`config.mk`:
```
export PLATFORM = sky130hd
export DESIGN_NAME = stoplight_phase_sched
export DESIGN_NICKNAME = d
export VERILOG_FILES = /design/src/rtl/stoplight_phase_sched.sv
export SDC_FILE = /design/constraint.sdc
export NUM_CORES = 1
export LEC_CHECK = 0
export CAP_MARGIN = 40
export CORE_MARGIN = 10
export CORE_UTILIZATION = 52
export DETAILED_ROUTE_END_ITERATION = 8
export HOLD_SLACK_MARGIN = 0.08
export PLACE_DENSITY_LB_ADDON = 0.3
export SYNTH_ARGS = -nofsm -noshare
export SYNTH_HDL_FRONTEND = slang
export SYNTH_SLANG_ARGS = --single-unit
```
`constraint.sdc`:
```
create_clock -name CLK -period 2.35 [get_ports CLK]
set_input_delay 0.5875 -clock CLK [delete_from_list [all_inputs] [get_ports CLK]]
set_output_delay 0.5875 -clock CLK [all_outputs]
set_load 0.02 [all_outputs]
```
`src/rtl/stoplight_phase_sched.sv`:
```
// Demand-actuated four-way phase scheduler: green -> yellow -> all-red -> next green.
// Optional emergency preemption (port + PREEMPT_HOLD state) is built when PREEMPT_EN is defined.
module stoplight_phase_sched #(
  parameter int MIN_GREEN  = 10,
  parameter int MAX_GREEN  = 40,
  parameter int YELLOW_CYC = 4,
  parameter int CLEAR_CYC  = 2,
  parameter int TMR_W      = 8
) (
  input  logic       CLK,
  input  logic       rst,
  input  logic       n_car,
  input  logic       s_car,
  input  logic       e_car,
  input  logic       w_car,
  input  logic       n_carL,
  input  logic       s_carL,
  input  logic       e_carL,
  input  logic       w_carL,
`ifdef PREEMPT_EN
  input  logic       preempt,
`endif
  output logic [4:0] state1,
  output logic [1:0] cur_phase,
  output logic       phase_done
);

`ifdef PREEMPT_EN
  typedef enum logic [1:0] {ST_GREEN, ST_YELLOW, ST_ALLRED, ST_PREEMPT_HOLD} state_t;
`else
  typedef enum logic [1:0] {ST_GREEN, ST_YELLOW, ST_ALLRED} state_t;
`endif

  localparam logic [4:0] CODE_NS     = 5'b00000;
  localparam logic [4:0] CODE_NS_Y   = 5'b00010;
  localparam logic [4:0] CODE_NSL    = 5'b01100;
  localparam logic [4:0] CODE_NSL_Y  = 5'b01101;
  localparam logic [4:0] CODE_EW     = 5'b00001;
  localparam logic [4:0] CODE_EW_Y   = 5'b00011;
  localparam logic [4:0] CODE_EWL    = 5'b01110;
  localparam logic [4:0] CODE_EWL_Y  = 5'b01111;
  localparam logic [4:0] CODE_ALLRED = 5'b10000;

  localparam logic [TMR_W-1:0] MIN_LAST = TMR_W'(MIN_GREEN - 1);
  localparam logic [TMR_W-1:0] MAX_LAST = TMR_W'(MAX_GREEN - 1);
  localparam logic [TMR_W-1:0] Y_LAST   = TMR_W'(YELLOW_CYC - 1);
  localparam logic [TMR_W-1:0] CLR_LAST = TMR_W'(CLEAR_CYC - 1);
  localparam logic [TMR_W-1:0] TMR_ONE  = 1;

  state_t           state_q, state_d;
  logic [TMR_W-1:0] tmr_q, tmr_d;
  logic [1:0]       phase_d;
  logic [4:0]       state1_d;
  logic             pdone_d;
  logic [3:0]       demand;
  logic             conflict;
  logic             own_demand;

  function automatic logic [4:0] green_code(input logic [1:0] ph);
    case (ph)
      2'd0:    green_code = CODE_NS;
      2'd1:    green_code = CODE_NSL;
      2'd2:    green_code = CODE_EW;
      default: green_code = CODE_EWL;
    endcase
  endfunction

  function automatic logic [4:0] yellow_code(input logic [1:0] ph);
    case (ph)
      2'd0:    yellow_code = CODE_NS_Y;
      2'd1:    yellow_code = CODE_NSL_Y;
      2'd2:    yellow_code = CODE_EW_Y;
      default: yellow_code = CODE_EWL_Y;
    endcase
  endfunction

  // Walk the ring from the farthest offset back to the nearest so the nearest demanded
  // phase after cur wins; with no demand anywhere the current phase is re-entered.
  function automatic logic [1:0] pick_next(input logic [1:0] cur, input logic [3:0] dem);
    logic [1:0] p;
    pick_next = cur;
    for (int i = 3; i >= 1; i--) begin
      p = cur + 2'(i);
      if (dem[p]) pick_next = p;
    end
  endfunction

  assign demand     = {e_carL | w_carL, e_car | w_car, n_carL | s_carL, n_car | s_car};
  assign own_demand = demand[cur_phase];
  assign conflict   = |(demand & ~(4'b0001 << cur_phase));

  always_comb begin
    state_d = state_q;
    phase_d = cur_phase;
    pdone_d = 1'b0;
    case (state_q)
      ST_GREEN: begin
`ifdef PREEMPT_EN
        if (preempt) begin
          state_d = ST_YELLOW;
          pdone_d = 1'b1;
        end else
`endif
        if (tmr_q >= MIN_LAST && conflict && (!own_demand || tmr_q == MAX_LAST)) begin
          state_d = ST_YELLOW;
          pdone_d = 1'b1;
        end
      end
      ST_YELLOW: begin
        if (tmr_q == Y_LAST) begin
          state_d = ST_ALLRED;
`ifdef PREEMPT_EN
          if (preempt) state_d = ST_PREEMPT_HOLD;
`endif
        end
      end
      ST_ALLRED: begin
`ifdef PREEMPT_EN
        if (preempt) begin
          state_d = ST_PREEMPT_HOLD;
        end else
`endif
        if (tmr_q == CLR_LAST) begin
          state_d = ST_GREEN;
          phase_d = pick_next(cur_phase, demand);
        end
      end
`ifdef PREEMPT_EN
      ST_PREEMPT_HOLD: begin
        if (!preempt) state_d = ST_ALLRED;
      end
`endif
      default: state_d = ST_ALLRED;
    endcase

    if (state_d != state_q)  tmr_d = '0;
    else if (tmr_q == MAX_LAST) tmr_d = tmr_q;
    else                     tmr_d = tmr_q + TMR_ONE;

    case (state_d)
      ST_GREEN:  state1_d = green_code(phase_d);
      ST_YELLOW: state1_d = yellow_code(phase_d);
      default:   state1_d = CODE_ALLRED;
    endcase
  end

  always_ff @(posedge CLK) begin
    if (rst) begin
      state_q    <= ST_ALLRED;
      tmr_q      <= '0;
      cur_phase  <= 2'd3;
      state1     <= CODE_ALLRED;
      phase_done <= 1'b0;
    end else begin
      state_q    <= state_d;
      tmr_q      <= tmr_d;
      cur_phase  <= phase_d;
      state1     <= state1_d;
      phase_done <= pdone_d;
    end
  end

endmodule

```
==> results.py, run 1 <==
metrics = {
    "outcome": {
        "status": "complete, no violations",
    },
    "route": {
        "wl_per_cell_microns": 14.5,
        "antenna_left": 0,
        "viasPerCell": 5.74,
        "drc": 0,
        "vias": 993,
        "drt_iter0_markers": 63,
        "drt_wl_total_microns": 2520,
        "dr.pass1.iters": 4,
    },
    "synthesis": {
        "yosys_warnings": 0,
        "synth.distinct_cells": 47,
        "seq_area_frac_synth": 0.293,
        "yosysTopAreaCellShare": 0.293,
        "ys_seq_elements": 16,
        "async_reset_ff_frac": 0,
        "syn_avg_cell_area_sq_um": 8.82,
        "ys_top_cells_by_area": "dfxtp_1 (29%), ha_1 (8.0%), nor2_1 (5.8%)",
        "synth-edff-count": 0,
        "synth_ff_type": "dfxtp_1",
        "syn_nets": 141,
        "syn_area_sq_um": 1090,
        "syn_inst": 124,
        "synth.largest_area_cell": "dfxtp_1",
    },
    "timing": {
        "holdWs_ns": 0.583,
        "setup_tns_ns": 0,
        "fin_crit_ns": 2.07,
        "fmax_mhz": 483,
        "setup_violations": 0,
        "hold_violations": 0,
        "worst_slew_pin_slew_ns": 0.401,
        "layout_setup_ws_ns": 0.280,
        "relSlewSlack": 0.729,
        "post-route-period-util": 0.881,
        "finalClockSkew_ns": 0.00309,
        "rsz0062_at_grt": "no",
        "drv_slew": 0,
    },
    "power": {
        "p_sw_mw": 0.306,
        "seqPwrFrac": 0.376,
        "ir_worst_vdd_v": 0.000399,
        "p_leak_nw": 0.506,
        "p_int_mw": 0.561,
        "p_clk_frac": 0.206,
        "power_density_nw_per_um2": 648,
        "sw_frac_of_total": 0.353,
        "combPwrFrac": 0.419,
    },
    "placement": {
        "place_hpwl_microns": 2050,
        "dpl.cell_count": 169,
        "dp_slack_ns": -0.0119,
        "globalplace.congestion": 0.894,
        "io_buffer_count": 17,
    },
    "floorplan": {
        "dieArea_sq_um": 4340,
        "start_util": 0.552,
        "rows": 16,
        "die_w_microns": 65.9,
        "core_area_sq_um": 1980,
        "die_h_microns": 65.9,
        "num_io_pins": 18,
    },
    "worst_hold_path": {
        "whs_path_depth": 2,
        "holdPathEnd": "tmr_q[7]",
        "min_path_type": "flop to flop",
        "holdCritStartpoint": "tmr_q[7]",
    },
    "setup_path": {
        "reg2reg_from": "cur_phase[1]",
        "r2r_end": "state1[0]",
        "r2r_slack_ns": 0.40,
        "crit_path_max_fanout": 4,
        "path_class": "input port to flop",
        "critPathBufInv": 1,
        "reg2reg_depth": 6,
        "path_delay_family": "compound AO/OA/AOI/OAI gates",
        "critPathSlowestCell": "clkdlybuf4s50_1",
        "worstPathRequired_ns": 2.52,
        "end_kind": "flop",
        "worstSetupStartpointType": "input port",
        "path_cells": "clkdlybuf4s50_1, nor2_1, mux4_2, o211a_1, o211ai_1, a21oi_1",
        "slowest_delay_ns": 0.52,
        "critPathArrivalTime_ns": 2.24,
    },
    "final_layout": {
        "nNetsFinal": 164,
        "fin_cells": 173,
        "final_layout_size_suffix_gt1_frac": 0.158,
        "nFillCells": 169,
        "syn2layout_area_growth_pct": 22.3,
        "antenna_cells": 0,
        "postLayoutCoreUtil": 0.675,
    },
    "global_routing": {
        "grt_pass1_vias": 1011,
        "grt.total_usage": 0.127,
        "grt_start_max_net_pins": 11,
        "grt_pass1_wl_microns": 4530,
        "grt_remaining_overflow": 0,
        "antenna_found_initial": 0,
    },
    "clocking": {
        "cts_tree": "done",
        "cts_sinks": 16,
        "cts_setup_buffers": 0,
        "numCtsBuffers": 3,
        "htree_levels": 1,
        "cts_buffer_depth": 2,
        "hold_buffers": 0,
        "clk_root_buffer_cell": "clkbuf_4",
        "clk_pin_slew_worst_paths_ns": 0.09,
        "clkLatencyLatePin_ns": 0.29,
        "cts-resized-gates": 0,
    },
    "job": {
        "drv_cap": 0,
    },
}
[worst max-delay path by stage]
stage	start	end	cells after the start	slack, ns
floorplan	cur_phase[1]	state1[0]	6	0.41
global placement	s_carL	state1[0]	6	0.04
detailed placement	w_carL	state1[0]	6	-0.01
CTS	cur_phase[1]	cur_phase[1]	1	0.26
global route	s_car	state1[0]	6	0.12
finish	w_carL	state1[0]	6	0.28
[registers in the layout, summed over array words and instances, names as in the netlist]
register / flops
cur_phase: 2
phase_done: 1
state1: 4
state_q: 1
tmr_q: 8
[Yosys cell counts, types with 3 or more instances]
cell	number
nand3_1	3
inv_1	7
a21oi_1	4
ha_1	7
o21bai_1	4
nor2_1	17
dfxtp_1	16
xnor2_1	5
o22ai_1	3
nor3_1	6
[layer usage]
metal | track usage | up-vias | part of all wire
met1 | 0.137 | 452 | 0.41
met2 | 0.226 | 27 | 0.51
met5 | 0 | - | 0
li1 | - | 501 | -
met3 | 0.0424 | 13 | 0.055
met4 | 0.0401 | 0 | 0.025
[placed cells by master (no fill, tap or decap), drive strengths merged, types with 2 or more instances in the layout]
cell	synthesis	layout
o21ai	3	3
o22ai	3	3
xor2	2	2
xnor2	5	5
a31o	2	2
o2111ai	2	2
o211ai	3	3
nand2	2	2
nor3b	3	3
a21boi	2	2
nor2b	2	2
ha	7	7
o21bai	4	4
dfxtp	16	16
nand4	3	3
nor2	18	18
nand3	4	4
clkbuf	0	4
buf	3	4
a31oi	2	2
nor3	7	7
and3	2	2
or3	2	2
or2	3	3
clkdlybuf4s50	0	17
inv	7	7
a21oi	5	5
[power groups by stage]
stage	Combinational (mW)	Sequential [mW]	Clock, mW
5_1_grt	0.404	0.333	0.198
6_report	0.363	0.326	0.178
2_1_floorplan	0.222	0.352	0
3_5_place_dp	0.361	0.333	0
4_1_cts	0.364	0.327	0.184
3_3_place_gp	0.353	0.332	0
[cell type report]
type,instances,area [sq um],area share
timing repair buffer,21,200,0.150
clock buffer,4,36.3,0.0271
multi-input combinational,98,721,0.539
sequential,16,320,0.239
tap,27,33.8,0.0253
inverter,7,26.3,0.0196
[stage by stage]
| stage | total power, mW | instance area, sq um |
|---|---|---|
| floorplan | 0.574 | 1090 |
| global placement | 0.685 | 1300 |
| detailed placement | 0.695 | 1300 |
| CTS | 0.875 | 1340 |
| global route | 0.934 | 1340 |
| finish | 0.867 | 1340 |
[kinds of logic after synthesis]
logic type | count (synthesis) | share of synthesized area
AO/OA/AOI/OAI | 33 | 0.233
XOR/XNOR | 7 | 0.0561
adder cells (fa/ha/maj) | 7 | 0.0801
buffers and inverters | 10 | 0.0481
flip-flops | 16 | 0.293
multiplexers | 1 | 0.0206
AND/OR/NAND/NOR | 50 | 0.269
[tightest hold or removal path: stages (launching register included)]
cell and delay, ns:
dfxtp_1 0.36, xnor2_1 0.16, nor2_1 0.04
No activity file was read; power rests on OpenSTA's default activity.
==> inputs of run 2 (changes only) <==
- GPL_ROUTABILITY_DRIVEN: unset -> 1
==> results of run 2 <==
No change in the layout: final DEF, timing and power equal those of run 1.
